**config.mk**
```make
export PLATFORM = sky130hd
export DESIGN_NAME = mem_bus_arbiter_flat
export DESIGN_NICKNAME = d
export VERILOG_FILES = /design/src/rtl/mem_bus_arbiter_pkg.sv /design/src/rtl/mem_bus_arbiter_if.sv /design/src/rtl/mem_bus_arbiter_ws_counter.sv /design/src/rtl/mem_bus_arbiter.sv /design/src/flat_wrapper.sv
export SDC_FILE = /design/constraint.sdc
export NUM_CORES = 1
export LEC_CHECK = 0
export CORE_AREA = 2 2 57 59
export DETAILED_ROUTE_END_ITERATION = 8
export DIE_AREA = 0 0 59 61
export PLACE_DENSITY = 0.43
export SLEW_MARGIN = 25
export SYNTH_ARGS = -nofsm -noshare
export SYNTH_HDL_FRONTEND = slang
export SYNTH_HIERARCHICAL = 1
export SYNTH_SLANG_ARGS = --single-unit
```
**constraint.sdc**
```tcl
create_clock -name cp -period 4.2 [get_ports cp]
set_clock_uncertainty 0.2 [all_clocks]
set_input_delay 1.26 -clock cp [delete_from_list [all_inputs] [get_ports cp]]
set_output_delay 1.26 -clock cp [all_outputs]
set_load 0.005 [all_outputs]
```
**src/rtl/mem_bus_arbiter_pkg.sv**
```systemverilog
// Shared types and constants for the two-requester memory bus arbiter.
package mem_bus_arbiter_pkg;

    localparam int unsigned N_REQ   = 2;
    localparam int unsigned REQ_CPU = 0;
    localparam int unsigned REQ_DMA = 1;

    typedef enum logic [1:0] {
        ST_IDLE  = 2'd0,
        ST_GRANT = 2'd1,
        ST_TURN  = 2'd2
    } state_t;

    // One-hot grant vector for a requester index.
    function automatic logic [N_REQ-1:0] sel_onehot(input logic idx);
        return idx ? 2'b10 : 2'b01;
    endfunction

endpackage

```
**src/rtl/mem_bus_arbiter_if.sv**
```systemverilog
// Requester-side handshake bundle between the CPU/DMA requesters and the arbiter.
interface mem_bus_arbiter_if;
    import mem_bus_arbiter_pkg::*;

    logic [N_REQ-1:0] req;
    logic [N_REQ-1:0] lock;
    logic [N_REQ-1:0] gnt;
    logic [N_REQ-1:0] ack;
    logic             busy;
    logic             owner;

    modport master (output req, output lock, input gnt, input ack, input busy, input owner);
    modport slave  (input req, input lock, output gnt, output ack, output busy, output owner);

endinterface

```
**src/rtl/mem_bus_arbiter_ws_counter.sv**
```systemverilog
// Loadable wait-state down-counter; holds at zero and clears asynchronously.
module ws_counter #(
    parameter int unsigned CNT_W    = 4,
    parameter int unsigned LOAD_VAL = 2
) (
    input  logic             cp,
    input  logic             n_mr,
    input  logic             load,
    input  logic             en,
    output logic [CNT_W-1:0] value,
    output logic             zero
);

    always_ff @(posedge cp or negedge n_mr) begin
        if (!n_mr) begin
            value <= '0;
        end else if (load) begin
            value <= CNT_W'(LOAD_VAL);
        end else if (en && (value != '0)) begin
            value <= value - CNT_W'(1);
        end
    end

    assign zero = (value == '0);

endmodule

```
**src/rtl/mem_bus_arbiter.sv**
```systemverilog
// Round-robin CPU/DMA bus arbiter with programmable wait states, burst lock
// and a mandatory dead cycle between owners; all bus outputs come from flops.
module mem_bus_arbiter
    import mem_bus_arbiter_pkg::*;
#(
    parameter int unsigned WAIT_STATES = 2,
    parameter int unsigned CNT_W       = 4
) (
    input  logic              cp,
    input  logic              n_mr,
    mem_bus_arbiter_if.slave  bus
);

    state_t           state, state_d;
    logic             owner_q, owner_d;
    logic             last_q, last_d;
    logic [N_REQ-1:0] gnt_q, gnt_d;
    logic [N_REQ-1:0] ack_q, ack_d;
    logic             busy_q, busy_d;
    logic             pick;
    logic             ack_next;
    logic             cnt_load, cnt_en, cnt_zero;
    logic [CNT_W-1:0] cnt;

    ws_counter #(.CNT_W(CNT_W), .LOAD_VAL(WAIT_STATES)) u_ws_counter (
        .cp    (cp),
        .n_mr  (n_mr),
        .load  (cnt_load),
        .en    (cnt_en),
        .value (cnt),
        .zero  (cnt_zero)
    );

    // last_q resets to DMA so the CPU wins the first tie.
    always_ff @(posedge cp or negedge n_mr) begin
        if (!n_mr) begin
            state   <= ST_IDLE;
            owner_q <= 1'b0;
            last_q  <= 1'b1;
            gnt_q   <= '0;
            ack_q   <= '0;
            busy_q  <= 1'b0;
        end else begin
            state   <= state_d;
            owner_q <= owner_d;
            last_q  <= last_d;
            gnt_q   <= gnt_d;
            ack_q   <= ack_d;
            busy_q  <= busy_d;
        end
    end

    // Arbitration, access sequencing and next-cycle output decode.
    always_comb begin
        state_d  = state;
        owner_d  = owner_q;
        last_d   = last_q;
        cnt_load = 1'b0;
        cnt_en   = 1'b0;
        pick     = 1'(REQ_CPU);
        ack_next = 1'b0;

        case (state)
            ST_IDLE, ST_TURN: begin
                if (bus.req == 2'b11) begin
                    pick = ~last_q;
                end else begin
                    pick = bus.req[REQ_DMA];
                end
                if (bus.req != 2'b00) begin
                    state_d  = ST_GRANT;
                    owner_d  = pick;
                    last_d   = pick;
                    cnt_load = 1'b1;
                end else begin
                    state_d = ST_IDLE;
                end
            end
            ST_GRANT: begin
                if (!bus.req[owner_q]) begin
                    state_d = ST_TURN;
                end else if (cnt_zero) begin
                    // Ack cycle: a held lock restarts the access without a dead cycle.
                    if (bus.lock[owner_q]) begin
                        cnt_load = 1'b1;
                    end else begin
                        state_d = ST_TURN;
                    end
                end else begin
                    cnt_en = 1'b1;
                end
            end
            default: state_d = ST_IDLE;
        endcase

        if (cnt_load) begin
            ack_next = (WAIT_STATES == 0);
        end else begin
            ack_next = cnt_en && (cnt == CNT_W'(1));
        end

        busy_d = (state_d == ST_GRANT);
        gnt_d  = busy_d ? sel_onehot(owner_d) : '0;
        ack_d  = (busy_d && ack_next) ? gnt_d : '0;
    end

    assign bus.gnt   = gnt_q;
    assign bus.ack   = ack_q;
    assign bus.busy  = busy_q;
    assign bus.owner = owner_q;

endmodule

```
**src/flat_wrapper.sv**
```systemverilog
// flat-port wrapper written by rule: the top's interface ports become plain ports
module mem_bus_arbiter_flat import mem_bus_arbiter_pkg::*;
#(
    parameter int unsigned WAIT_STATES = 2,
    parameter int unsigned CNT_W       = 4
)
  (cp, n_mr, bus_req, bus_lock, bus_gnt, bus_ack, bus_busy, bus_owner);
  mem_bus_arbiter_if bus_i ();
  input  logic cp;
  input  logic n_mr;
  input wire logic [$bits(bus_i.req)-1:0] bus_req;
  input wire logic [$bits(bus_i.lock)-1:0] bus_lock;
  output wire logic [$bits(bus_i.gnt)-1:0] bus_gnt;
  output wire logic [$bits(bus_i.ack)-1:0] bus_ack;
  output wire logic [$bits(bus_i.busy)-1:0] bus_busy;
  output wire logic [$bits(bus_i.owner)-1:0] bus_owner;
  assign bus_i.req = bus_req;
  assign bus_i.lock = bus_lock;
  assign bus_gnt = bus_i.gnt;
  assign bus_ack = bus_i.ack;
  assign bus_busy = bus_i.busy;
  assign bus_owner = bus_i.owner;
  mem_bus_arbiter #(.WAIT_STATES(WAIT_STATES), .CNT_W(CNT_W)) u_core (.cp(cp), .n_mr(n_mr), .bus(bus_i));
endmodule
```
Word-level counts from Yosys, hierarchy flattened
Cells that the tools add are included.
{"block": "word_totals", "regBits": 13, "inputBits": 6, "out_inout_bits": 6, "elab_cells": 51}
{"block": "op_classes", "addsub": 1, "magnitude_cmp": 1, "n_eq_ne": 5, "mux": 26, "bitwise_logic": 1, "reduce_logical": 10}
{"op": "$mux 1", "n": 16}
{"op": "$mux 2", "n": 6}
{"op": "$mux 4", "n": 2}
{"op": "$eq 2x1->1 const B", "n": 2}
{"op": "$eq 2x2->1 const B", "n": 2}
{"op": "$eq 4x1->1 const B", "n": 1}
{"op": "$logic_not 4->1", "n": 1}
{"op": "$pmux 2 s2", "n": 1}
{"op": "$reduce_bool 2->1", "n": 2}
{"op": "$reduce_bool 4->1", "n": 1}
{"op": "$sub 4x1->4 const B", "n": 1}
{"op": "$logic_and 1x1->1", "n": 3}
{"op": "$logic_not 2->1", "n": 1}
{"op": "$lt 1x2->1 const B", "n": 1}
{"op": "$pmux 1 s2", "n": 1}
{"op": "$reduce_and 2->1", "n": 1}
{"op": "$reduce_or 2->1", "n": 1}
{"op": "$not 1->1", "n": 1}

Depth between registers and ports, before layout
Gate-level depths: netlist of the first run.
{"block": "depth", "word_depth": 9, "depth_mapped": 7, "mapped_depth_nobuf": 7}

Hierarchy
Netlist of the first run, hierarchy kept.
{"mod": "mem_bus_arbiter", "n_inst": 1, "cells_per_inst": 34, "area_each_um2": 432.9, "seq_area_each_um2": 226.5}
{"mod": "ws_counter", "n_inst": 1, "cells_per_inst": 24, "area_each_um2": 247.7, "seq_area_each_um2": 100.1}

Least setup slack after synthesis of the first run
OpenSTA, ideal clock, no wires.
{"block": "synth_path", "kind": "in2reg", "start": "input port bus_req[0]", "end": "register u_core.u_ws_counter.value[0]", "setup_ns": 0.125, "t_arrival_ns": 2.287, "t_required_ns": 3.875, "setup_slack_ns": 1.588, "cell_stages": 5, "n_path_buf": 0, "cell_sequence": "mux2_4 -> nand2_4 -> o21ai_0 -> nor2_1 -> mux2_2"}
{"block": "synth_between", "elab_cells_between_ends": 11, "classes_between": "mux (8); reduce/logical (3)"}
{"item": "start: declaration", "line": "flat_wrapper.sv:11", "source": "input wire logic [$bits(bus_i.req)-1:0] bus_req;"}
{"item": "$mux 1 (not written as such) (2 in a row)", "line": "mem_bus_arbiter.sv:80", "source": "if (!bus.req[owner_q]) begin"}
{"item": "$mux 1", "line": "mem_bus_arbiter.sv:80"}
{"item": "$pmux 1 s2 (*)", "line": "mem_bus_arbiter.sv:63", "source": "case (state)"}
{"item": "named net u_core.cnt_load", "line": "mem_bus_arbiter.sv:22", "source": "logic cnt_load, cnt_en, cnt_zero;"}
{"item": "$mux 4 or $reduce_bool 2->1 (tied branches)"}
{"item": "end signal: assignment", "line": "mem_bus_arbiter_ws_counter.sv:18", "source": "value <= CNT_W'(LOAD_VAL);"}
{"item": "end signal: assignment", "line": "mem_bus_arbiter_ws_counter.sv:20", "source": "value <= value - CNT_W'(1);"}
{"item": "end: declaration", "line": "mem_bus_arbiter_ws_counter.sv:10", "source": "output logic [CNT_W-1:0] value,"}
Mark *: on every way through the listed nets, which the timed path passes. The rest lies on a longest branch. The select of a mux whose other input is x is not followed.
A chain may end at the register's enable or synchronous reset.

Worst setup path in the final report of the first run
Ends and elaborated chain as after synthesis.

==> insert_results.sql, run 1 <==
INSERT INTO impl_metrics (metric_group, metric, value, unit) VALUES
('critical_path', 'cp_data_required_time', '4160', 'ps'),
('clocking', 'number_of_levels_in_the_clock_h_tree', '1', ''),
('final_layout', 'finalNonFillerCells', '106', ''),
('clocking', 'clockBufferDepth', '2', ''),
('critical_path', 'setup.worst_path.end_class', 'flop', ''),
('detailed_routing', 'first_iter_violations', '11', ''),
('global_routing', 'grt.overflow.total', '0', ''),
('clocking', 'cts_setup_buffers', '0', ''),
('pwr', 'seq_power_share', '39.3', '%'),
('sta', 'max_freq', '318.7', 'MHz'),
('pwr', 'switching_power_share_of_the_total', '36.32', '%'),
('synthesis', 'synth.top_cell.area_share', '44.12', '%'),
('sta', 'setup_total_negative_slack', '0', 'ps'),
('clocking', 'post_cts_hold_buffer_count', '0', ''),
('sta', 'slew_headroom', '48.30', '%'),
('synthesis', 'syn_avg_cell_area', '11.74', 'sq um'),
('pwr', 'clock_power_share', '15.3', '%'),
('pwr', 'cellLeakagePower', '0.3723', 'nW'),
('hold_path', 'worstHoldStart', 'u_core/u_ws_counter/value[2]$_DFFE_PN0P_', ''),
('synthesis', 'yosys.cell_types.count', '26', ''),
('critical_path', 'timing.critical_path.to', 'u_core/u_ws_counter/value[0]$_DFFE_PN0P_', ''),
('floorplan', 'dieHeight', '61', 'um'),
('synthesis', 'seq_area_frac_synth', '47.98', '%'),
('synthesis', 'synth-seq-cells', '13', ''),
('final_layout', 'final_layout_size_suffix_gt1_share', '26.03', '%'),
('final_layout', 'layout-area-overhead-vs-synth', '26.10', '%'),
('floorplan', 'initial_cell_density_of_the_core', '23.05', '%'),
('detailed_routing', 'dr.pass1.iters', '4', ''),
('critical_path', 'crit-reg2reg-capture', 'u_core/u_ws_counter/value[0]$_DFFE_PN0P_', ''),
('floorplan', 'std_cell_core_area', '2953', 'sq um'),
('final_layout', 'n_antenna_cell', '0', ''),
('final_layout', 'sequential_cell_area', '326.6', 'sq um'),
('synthesis', 'syn_nets', '66', ''),
('run_status', 'run_status', 'complete, no violations', ''),
('global_routing', 'antenna_found_initial', '0', ''),
('synthesis', 'synthDominantAreaCellType', 'sky130_fd_sc_hd__dfrtp_1', ''),
('detailed_routing', 'detail_route.wirelength.met1', '534', 'um'),
('detailed_routing', 'routed-wl-met2', '596', 'um'),
('sta', 'finalHoldViolCount', '0', ''),
('flow_run', 'maxCapViolCount', '0', ''),
('sta', 'report.final.setup_viol', '0', ''),
('pwr', 'design_power_total', '516.2', 'uW'),
('detailed_routing', 'routed-wl-met3', '91', 'um'),
('pwr', 'comb_power_share', '45.4', '%'),
('place', 'place_congestion', '0.7363', ''),
('critical_path', 'timing.reg2reg.setup_slack', '1670', 'ps'),
('final_layout', 'finalNetCount', '82', ''),
('sta', 'finalMaxSlewViolations', '0', ''),
('clocking', 'cts_resized', '0', ''),
('global_routing', 'grt_pass1_vias', '510', ''),
('sta', 'whs', '402.7', 'ps'),
('clocking', 'cts_root_buffer', 'sky130_fd_sc_hd__clkbuf_4', ''),
('synthesis', 'synth.area.top_cells', 'sky130_fd_sc_hd__dfrtp_1, sky130_fd_sc_hd__nor4_2, sky130_fd_sc_hd__mux2_2, sky130_fd_sc_hd__dfstp_2, sky130_fd_sc_hd__ha_1', ''),
('global_routing', 'grt.total_usage', '8.568', '%'),
('detailed_routing', 'detail_route.drc_violations', '0', ''),
('detailed_routing', 'wire_per_inst', '11.52', 'um'),
('detailed_routing', 'antenna_violating_nets_post_route', '0', ''),
('place', 'detailedPlacementHpwl', '946.3', 'um'),
('floorplan', 'placementRows', '20', ''),
('clocking', 'cts_buffers', '3', ''),
('critical_path', 'critPathKind', 'in2reg', ''),
('pwr', 'switching_power', '187.5', 'uW'),
('global_routing', 'grt_start_max_net_pins', '14', ''),
('place', 'dp.cells', '102', ''),
('synthesis', 'async_flop_share', '100.0', '%'),
('critical_path', 'timing.critical_path.cells', 'clkdlybuf4s50_1 -> mux2_4 -> nand2_4 -> o21ai_0 -> nor2_1 -> mux2_2', ''),
('clocking', 'clock_insertion_delay_worst_skew', '270', 'ps'),
('critical_path', 'worst_setup_path_start_kind', 'primary input', ''),
('critical_path', 'worstRegToRegCells', '7', ''),
('sta', 'final_min_period_over_clock_period', '74.72', '%'),
('synthesis', 'synthFlopType', 'sky130_fd_sc_hd__dfrtp_1', '');
[area by class of cell]
type / count / share of cell area [%]
clock buffers: 4 / 3.061
multi-input cells: 40 / 39.07
repair buffers: 11 / 12.83
inverters: 5 / 2.187
well taps: 33 / 4.810
flip-flops and latches: 13 / 38.05
[sequential cells by signal, indices dropped and copies added, names as in the netlist]
name / flops
u_core/u_ws_counter/value: 4
u_core/state: 2
u_core/bus.owner: 1
u_core/last_q: 1
u_core/bus.gnt: 2
u_core/bus.ack: 2
u_core/bus.busy: 1
[per-layer routing]
metal  global-route usage, %  up-vias
li1                        -      234
met1                   10.21      234
met2                   14.13       18
met3                   4.051        0
met4                   1.948        0
met5                       0        -
[cell families (layout without fill, tap and decap cells)]
logic type / after synthesis / after routing / synth area share (%)
adder cells (fa/ha/maj): 2 / 2 / 3.676
buffers and inverters: 5 / 20 / 2.756
multiplexers: 5 / 5 / 8.639
AND/OR/NAND/NOR: 24 / 24 / 25.92
AO/OA/AOI/OAI: 9 / 9 / 11.03
flip-flops: 13 / 13 / 47.98
[placed cells by master, fill, tap and decap left out, drive strengths merged]
master         synthesis  routed
clkdlybuf4s50          0      11
a31o                   1       1
o211ai                 1       1
clkbuf                 0       4
inv                    5       5
dfstp                  1       1
nand2                  7       7
or4b                   2       2
o21bai                 1       1
mux2i                  1       1
and2b                  1       1
or3                    1       1
nor3b                  1       1
ha                     2       2
a22oi                  1       1
dfrtp                 12      12
a21oi                  3       3
o21ai                  2       2
and2                   1       1
mux2                   4       4
nor2                   4       4
nand2b                 1       1
nor2b                  3       3
nor4                   3       3
[stage by stage]
| stage | utilization [%] | instance area, sq um | setup slack (ps) |
|---|---|---|---|
| 2_1_floorplan | - | 680.7 | 1588 |
| 3_3_place_gp | 28.18 | 832.0 | 813.3 |
| 3_5_place_dp | 28.18 | 832.0 | 776.4 |
| 4_1_cts | 29.07 | 858.3 | 1074 |
| 5_1_grt | 29.07 | 858.3 | 966.5 |
| 6_report | 29.07 | 858.3 | 1062 |
[power groups by stage]
stage,combinational [mW],clock (mW),sequential (mW)
2_1_floorplan,0.164,0,0.202
3_3_place_gp,0.238,0,0.206
3_5_place_dp,0.238,0,0.207
4_1_cts,0.239,0.0829,0.204
5_1_grt,0.263,0.0894,0.211
6_report,0.235,0.0789,0.203
[worst max-delay path, delay by kind of cell]
| family | cells | cell delay, ps |
|---|---|---|
| and+or+nand+nor | 2 | 150 |
| muxes | 2 | 500 |
| buffers and inverters | 1 | 570 |
| AOI/OAI and AO/OA | 1 | 620 |
[worst min path at each step]
stage	end	depth (start not counted)	slack, ps
after CTS	u_core/u_ws_counter/value[2]$_DFFE_PN0P_	2	410
after detailed placement	u_core/u_ws_counter/value[2]$_DFFE_PN0P_	2	400
after global placement	u_core/last_q$_DFFE_PN1P_	1	390
after floorplan	u_core/u_ws_counter/value[1]$_DFFE_PN0P_	2	350
final	u_core/u_ws_counter/value[2]$_DFFE_PN0P_	2	400
after global routing	u_core/last_q$_DFFE_PN1P_	1	430
Note: power is estimated with default switching activity, not from simulation.
==> run 2: changes to the inputs <==
==> constraint.sdc (replaced) <==
create_clock -name cp -period 2.91 [get_ports cp]
set_clock_uncertainty 0.2 [all_clocks]
set_input_delay 0.873 -clock cp [delete_from_list [all_inputs] [get_ports cp]]
set_output_delay 0.873 -clock cp [all_outputs]
set_load 0.005 [all_outputs]
==> insert_results.sql, run 2 (synthesis results as in run 1) <==
INSERT INTO impl_metrics (metric_group, metric, value, unit) VALUES
('clocking', 'cts_resized', '0', ''),
('clocking', 'clockBufferDepth', '2', ''),
('global_routing', 'grt_start_max_net_pins', '14', ''),
('floorplan', 'design.die.area', '3599', 'sq um'),
('sta', 'finalHoldViolCount', '0', ''),
('detailed_routing', 'detail_route.drc_violations', '0', ''),
('pwr', 'power_per_cell_area', '870.2', 'nW/um^2'),
('pwr', 'ir_worst_vdd', '0.2659', 'mV'),
('sta', 'slew_headroom', '57.80', '%'),
('final_layout', 'largest_register_ffs', '4', ''),
('clocking', 'number_of_levels_in_the_clock_h_tree', '1', ''),
('global_routing', 'grt_pass1_wl', '2346', 'um'),
('final_layout', 'sequential_cell_area', '326.6', 'sq um'),
('clocking', 'post_cts_hold_buffer_count', '0', ''),
('critical_path', 'cp_data_required_time', '2880', 'ps'),
('final_layout', 'layout-area-overhead-vs-synth', '32.72', '%'),
('critical_path', 'timing.reg2reg.setup_slack', '800', 'ps'),
('final_layout', 'max_flop_register', 'u_core/u_ws_counter/value', ''),
('clocking', 'cts_buffers', '3', ''),
('place', 'detailedPlacementHpwl', '976.7', 'um'),
('sta', 'worst-slew-pin-transition', '631.0', 'ps'),
('detailed_routing', 'routed_wirelength', '1314', 'um'),
('detailed_routing', 'dr.pass1.iters', '4', ''),
('critical_path', 'crit-reg2reg-capture', 'u_core/u_ws_counter/value[0]$_DFFE_PN0P_', ''),
('clocking', 'clock_insertion_delay_worst_skew', '270', 'ps'),
('floorplan', 'ioPinCount', '12', ''),
('floorplan', 'dieHeight', '61', 'um'),
('clocking', 'clock_sink_count', '13', ''),
('critical_path', 'crit_start', 'bus_req[1]', ''),
('sta', 'finalMaxSlewViolations', '0', ''),
('place', 'place_area', '877.1', 'sq um'),
('final_layout', 'finalNetCount', '88', ''),
('final_layout', 'multiInputGateArea', '335.3', 'sq um'),
('place', 'place_congestion', '0.7592', ''),
('global_routing', 'antenna_found_initial', '0', ''),
('place', 'placement.io_buffers', '11', ''),
('flow_run', 'maxCapViolCount', '0', ''),
('final_layout', 'post-route-cell-area', '903.4', 'sq um'),
('sta', 'final.min_clock_period', '2512', 'ps'),
('pwr', 'cellLeakagePower', '0.4016', 'nW'),
('final_layout', 'n_antenna_cell', '0', ''),
('critical_path', 'timing.critical_path.to', 'u_core/u_ws_counter/value[3]$_DFFE_PN0P_', ''),
('global_routing', 'grt_pass1_vias', '515', ''),
('sta', 'setup_repair_after_global_routing_missed_its_margin', 'no', ''),
('critical_path', 'critPathKind', 'in2reg', ''),
('floorplan', 'chip_width', '59', 'um'),
('critical_path', 'worst_setup_path_start_kind', 'primary input', ''),
('sta', 'setup_total_negative_slack', '0', 'ps'),
('floorplan', 'placementRows', '20', ''),
('detailed_routing', 'first_iter_violations', '4', ''),
('hold_path', 'hold_path_class', 'reg2reg', ''),
('final_layout', 'final_layout_size_suffix_gt1_share', '31.65', '%'),
('floorplan', 'initial_cell_density_of_the_core', '23.05', '%'),
('critical_path', 'setup.worst_path.end_class', 'flop', ''),
('clocking', 'cts_root_buffer', 'sky130_fd_sc_hd__clkbuf_4', ''),
('floorplan', 'std_cell_core_area', '2953', 'sq um'),
('global_routing', 'grt.total_usage', '9.131', '%'),
('hold_path', 'min_path_cells', '2', ''),
('clocking', 'cts_tree', 'yes', ''),
('detailed_routing', 'vias', '481', ''),
('final_layout', 'layout_commonest_cell', 'sky130_fd_sc_hd__dfrtp_1', ''),
('global_routing', 'grt.overflow.total', '0', ''),
('clocking', 'cts_setup_buffers', '0', ''),
('sta', 'final_min_period_over_clock_period', '86.32', '%'),
('critical_path', 'worstRegToRegCells', '8', ''),
('critical_path', 'reg2reg_from', 'u_core/u_ws_counter/value[0]$_DFFE_PN0P_', ''),
('detailed_routing', 'avgViaCountPerCell', '4.295', ''),
('clocking', 'cts.clk_slew.worst_paths', '90', 'ps'),
('detailed_routing', 'antenna_violating_nets_post_route', '0', ''),
('critical_path', 'critical_path_arrival', '2480', 'ps'),
('sta', 'max_freq', '398.1', 'MHz'),
('final_layout', 'nFillCells', '315', ''),
('sta', 'report.final.setup_viol', '0', ''),
('run_status', 'run_status', 'complete, no violations', ''),
('critical_path', 'worstPathMaxFanout', '3', ''),
('final_layout', 'commonest_cells_after_routing_fill_and_taps_aside', 'sky130_fd_sc_hd__dfrtp_1, sky130_fd_sc_hd__clkdlybuf4s50_1, sky130_fd_sc_hd__nand2_1, sky130_fd_sc_hd__buf_4', ''),
('detailed_routing', 'wire_per_inst', '11.73', 'um');
run 2: cell types whose count changed in the layout (fill, tap and decap cells not counted), sizes merged:
cell	delta
buf	+6
run 2: how the worst min path moves through the flow:
stage                                             startpoint                                  endpoint
floorplan           u_core/u_ws_counter/value[1]$_DFFE_PN0P_  u_core/u_ws_counter/value[1]$_DFFE_PN0P_
global placement    u_core/u_ws_counter/value[2]$_DFFE_PN0P_  u_core/u_ws_counter/value[2]$_DFFE_PN0P_
detailed placement  u_core/u_ws_counter/value[2]$_DFFE_PN0P_  u_core/u_ws_counter/value[2]$_DFFE_PN0P_
CTS                 u_core/u_ws_counter/value[2]$_DFFE_PN0P_  u_core/u_ws_counter/value[2]$_DFFE_PN0P_
global route        u_core/u_ws_counter/value[2]$_DFFE_PN0P_  u_core/u_ws_counter/value[2]$_DFFE_PN0P_
finish              u_core/u_ws_counter/value[2]$_DFFE_PN0P_  u_core/u_ws_counter/value[2]$_DFFE_PN0P_
run 2: through the flow:
| step | util (%) | power, mW | worst slack, ps | hold WS [ps] | std cells |
|---|---|---|---|---|---|
| CTS | 30.59 | 0.8000 | 412.5 | 388.5 | 112 |
| global route | 30.59 | 0.8574 | 288.3 | 426.9 | 112 |
| global placement | 29.70 | 0.6833 | 142.3 | 380.3 | 108 |
| finish | 30.59 | 0.7861 | 398.0 | 385.5 | 112 |
| floorplan | - | 0.5280 | 685.4 | 345.5 | 58 |
| detailed placement | 29.70 | 0.6819 | 122.9 | 374.6 | 108 |
run 2: final cells by class:
cell class	instances	area share (%)
multi-input combinational	40	37.12
sequential	13	36.15
timing repair buffer	17	17.17
tap	33	4.571
clock buffer	4	2.909
inverter	5	2.078
run 2: critical path, cell delays in order:
cell and delay [ps]:
sky130_fd_sc_hd__clkdlybuf4s50_1 500, sky130_fd_sc_hd__mux2_4 190, sky130_fd_sc_hd__nand2_4 50, sky130_fd_sc_hd__nor2_1 150
sky130_fd_sc_hd__or4b_4 490, sky130_fd_sc_hd__a31o_1 230
run 2: power breakdown:
| group | switching (mW) | internal [mW] |
|---|---|---|
| clock | 0.0612 | 0.0530 |
| combinational | 0.172 | 0.208 |
| sequential | 0.0453 | 0.247 |
| total | 0.278 | 0.508 |
run 2: per-layer routing:
layer	wire length (um)	vias to the layer above	share of wire, %	track usage (%)
met2	611	12	46	14.44
met4	8	0	0.61	3.896
met3	70	2	5.3	3.412
met1	624	222	47	11.20
met5	0	-	0	0
li1	-	245	-	-
==> run 3: changes to the inputs <==
--- a/config.mk
+++ b/config.mk
@@ -6,9 +6,11 @@
 export NUM_CORES = 1
 export LEC_CHECK = 0
 export CORE_AREA = 2 2 57 59
+export CTS_BUF_LIST = sky130_fd_sc_hd__clkbuf_4
 export DETAILED_ROUTE_END_ITERATION = 8
 export DIE_AREA = 0 0 59 61
 export PLACE_DENSITY = 0.43
+export REMOVE_ABC_BUFFERS = 1
 export SLEW_MARGIN = 25
 export SYNTH_ARGS = -nofsm -noshare
 export SYNTH_HDL_FRONTEND = slang
==> insert_results.sql, run 3 (synthesis results as in run 1) <==
INSERT INTO impl_metrics (metric_group, metric, value, unit) VALUES
('pwr', 'seq_power_share', '36.9', '%'),
('global_routing', 'gr-max-usage-layer', 'met2', ''),
('floorplan', 'dieHeight', '61', 'um'),
('clocking', 'cts_tree', 'yes', ''),
('pwr', 'switching_power_share_of_the_total', '34.90', '%'),
('global_routing', 'grt_pass1_vias', '515', ''),
('pwr', 'cellLeakagePower', '0.4051', 'nW'),
('critical_path', 'timing.reg2reg.setup_slack', '790', 'ps'),
('detailed_routing', 'detail_route.drc_violations', '0', ''),
('final_layout', 'layout-area-overhead-vs-synth', '33.27', '%'),
('final_layout', 'final_layout_size_suffix_gt1_share', '32.91', '%'),
('pwr', 'p_int', '517.1', 'uW'),
('critical_path', 'critical-path-slowest-cell', 'sky130_fd_sc_hd__clkdlybuf4s50_1', ''),
('final_layout', 'final_util', '30.72', '%'),
('critical_path', 'reg2reg_from', 'u_core/u_ws_counter/value[0]$_DFFE_PN0P_', ''),
('sta', 'final.min_clock_period', '2501', 'ps'),
('detailed_routing', 'wire_per_inst', '11.71', 'um'),
('global_routing', 'grt.overflow.total', '0', ''),
('global_routing', 'grt_start_max_net_pins', '14', ''),
('sta', 'setup_total_negative_slack', '0', 'ps'),
('critical_path', 'timing.critical_path.cells', 'clkdlybuf4s50_1 -> mux2_4 -> nand2_4 -> nor2_1 -> or4b_4 -> a31o_1', ''),
('flow_run', 'maxCapViolCount', '0', ''),
('critical_path', 'setup.worst_path.end_class', 'flop', ''),
('pwr', 'comb_power_share', '47.6', '%'),
('clocking', 'clock_sink_count', '13', ''),
('place', 'detailedPlacementHpwl', '976.7', 'um'),
('critical_path', 'crit-reg2reg-capture', 'u_core/u_ws_counter/value[0]$_DFFE_PN0P_', ''),
('floorplan', 'std_cell_core_area', '2953', 'sq um'),
('detailed_routing', 'dr.pass1.iters', '2', ''),
('critical_path', 'critical_path_arrival', '2470', 'ps'),
('pwr', 'clock_power_share', '15.4', '%'),
('floorplan', 'initial_cell_density_of_the_core', '23.05', '%'),
('critical_path', 'worstRegToRegCells', '8', ''),
('sta', 'report.final.setup_viol', '0', ''),
('floorplan', 'ioPinCount', '12', ''),
('clocking', 'cts_root_buffer', 'sky130_fd_sc_hd__clkbuf_4', ''),
('critical_path', 'critPathKind', 'in2reg', ''),
('clocking', 'clock_insertion_delay_worst_skew', '270', 'ps'),
('hold_path', 'min_delay_worst_endpoint', 'u_core/u_ws_counter/value[2]$_DFFE_PN0P_', ''),
('sta', 'slew_headroom', '57.78', '%'),
('clocking', 'cts_buffers', '3', ''),
('hold_path', 'min_path_cells', '2', ''),
('hold_path', 'hold_path_class', 'reg2reg', ''),
('floorplan', 'design.die.area', '3599', 'sq um'),
('global_routing', 'grt_util_met2', '14.44', '%'),
('final_layout', 'max_flop_register', 'u_core/u_ws_counter/value', ''),
('sta', 'worst-slew-pin-transition', '631.4', 'ps'),
('detailed_routing', 'vias', '480', ''),
('sta', 'setup_repair_after_global_routing_missed_its_margin', 'no', ''),
('clocking', 'cts.clk_slew.worst_paths', '90', 'ps'),
('place', 'place_congestion', '0.7592', ''),
('critical_path', 'worstPathMaxFanout', '3', ''),
('pwr', 'ir_worst_vdd', '0.3240', 'mV'),
('critical_path', 'worst_setup_path_start_kind', 'primary input', ''),
('run_status', 'run_status', 'complete, no violations', ''),
('clocking', 'cts_setup_buffers', '0', ''),
('final_layout', 'n_antenna_cell', '0', ''),
('detailed_routing', 'antenna_violating_nets_post_route', '0', ''),
('clocking', 'post_cts_hold_buffer_count', '0', ''),
('final_layout', 'largest_register_ffs', '4', ''),
('global_routing', 'global_route.usage.met1', '11.20', '%'),
('global_routing', 'antenna_found_initial', '0', ''),
('final_layout', 'commonest_cells_after_routing_fill_and_taps_aside', 'sky130_fd_sc_hd__dfrtp_1, sky130_fd_sc_hd__clkdlybuf4s50_1, sky130_fd_sc_hd__nand2_1, sky130_fd_sc_hd__buf_4', ''),
('final_layout', 'layout_commonest_cell', 'sky130_fd_sc_hd__dfrtp_1', ''),
('floorplan', 'placementRows', '20', ''),
('clocking', 'number_of_levels_in_the_clock_h_tree', '1', ''),
('place', 'placement.io_buffers', '11', ''),
('final_layout', 'finalNetCount', '88', ''),
('pwr', 'power_per_cell_area', '875.6', 'nW/um^2'),
('sta', 'final_min_period_over_clock_period', '85.96', '%'),
('global_routing', 'grt_pass1_wl', '2346', 'um'),
('critical_path', 'cp_data_required_time', '2870', 'ps'),
('detailed_routing', 'routed_wirelength', '1311', 'um'),
('pwr', 'switching_power', '277.2', 'uW'),
('critical_path', 'critPathTopFamily', 'simple AND/OR/NAND/NOR gates', ''),
('global_routing', 'grt.total_usage', '9.131', '%'),
('global_routing', 'use_met3', '3.412', '%'),
('critical_path', 'worst-path-buf-inv', '1', ''),
('hold_path', 'worstHoldStart', 'u_core/u_ws_counter/value[2]$_DFFE_PN0P_', ''),
('sta', 'max_freq', '399.8', 'MHz'),
('detailed_routing', 'avgViaCountPerCell', '4.286', ''),
('critical_path', 'critical_path.max_stage_delay', '500', 'ps'),
('floorplan', 'chip_width', '59', 'um'),
('clocking', 'clockBufferDepth', '2', ''),
('sta', 'finalMaxSlewViolations', '0', ''),
('sta', 'finalHoldViolCount', '0', ''),
('clocking', 'cts_resized', '0', ''),
('detailed_routing', 'first_iter_violations', '3', '');
run 3: cell count changes in the layout (fill, tap and decap cells not counted):
| cell | delta |
|---|---|
| sky130_fd_sc_hd__clkbuf_1 | -1 |
| sky130_fd_sc_hd__clkbuf_4 | +1 |
run 3: worst reg2reg max path, delay by kind of cell (launching register included):
kind / cells / cell delay (ps)
muxes: 1 / 250
and+or+nand+nor: 3 / 510
AOI/OAI and AO/OA: 1 / 190
adders and majority gates: 1 / 140
DFF: 1 / 410
buffers and inverters: 2 / 300
run 3: worst max path at each step:
stage / slack (ps) / to / from / depth (start not counted)
2_1_floorplan: 690 / u_core/u_ws_counter/value[0]$_DFFE_PN0P_ / bus_req[0] / 5
3_3_place_gp: 140 / u_core/u_ws_counter/value[3]$_DFFE_PN0P_ / bus_req[1] / 6
3_5_place_dp: 120 / u_core/u_ws_counter/value[3]$_DFFE_PN0P_ / bus_req[1] / 6
4_1_cts: 410 / u_core/u_ws_counter/value[3]$_DFFE_PN0P_ / bus_req[1] / 6
5_1_grt: 290 / u_core/u_ws_counter/value[3]$_DFFE_PN0P_ / bus_req[1] / 7
6_report: 410 / u_core/u_ws_counter/value[3]$_DFFE_PN0P_ / bus_req[1] / 6
run 3: through the flow:
stage / instance area, sq um / cells / hold slack (ps) / worst slack, ps / power, mW
final: 907.1 / 112 / 390.1 / 408.7 / 0.7943
after global routing: 907.1 / 112 / 426.9 / 287.0 / 0.8663
after floorplan: 680.7 / 58 / 345.5 / 685.4 / 0.5280
after detailed placement: 877.1 / 108 / 374.6 / 122.9 / 0.6819
after CTS: 907.1 / 112 / 388.5 / 411.0 / 0.8088
after global placement: 877.1 / 108 / 380.3 / 142.3 / 0.6833
run 3: cell type report:
class | count | area, sq um
multi-input cells | 40 | 335.3
inverters | 5 | 18.77
fillers | 315 | 2046
repair buffers | 17 | 155.1
flip-flops and latches | 13 | 326.6
well taps | 33 | 41.29
clock buffers | 4 | 30.03
run 3: power groups by stage:
stage | Clock (mW) | Sequential [mW] | Combinational, mW
detailed placement | 0 | 0.298 | 0.384
global placement | 0 | 0.300 | 0.384
CTS | 0.129 | 0.295 | 0.386
floorplan | 0 | 0.292 | 0.236
finish | 0.123 | 0.293 | 0.378
global route | 0.142 | 0.302 | 0.422
run 3: per-layer routing:
| metal | wire length (um) | vias to the layer above |
|---|---|---|
| met3 | 63 | 2 |
| li1 | - | 244 |
| met4 | 8 | 0 |
| met2 | 613 | 10 |
| met5 | 0 | - |
| met1 | 626 | 224 |
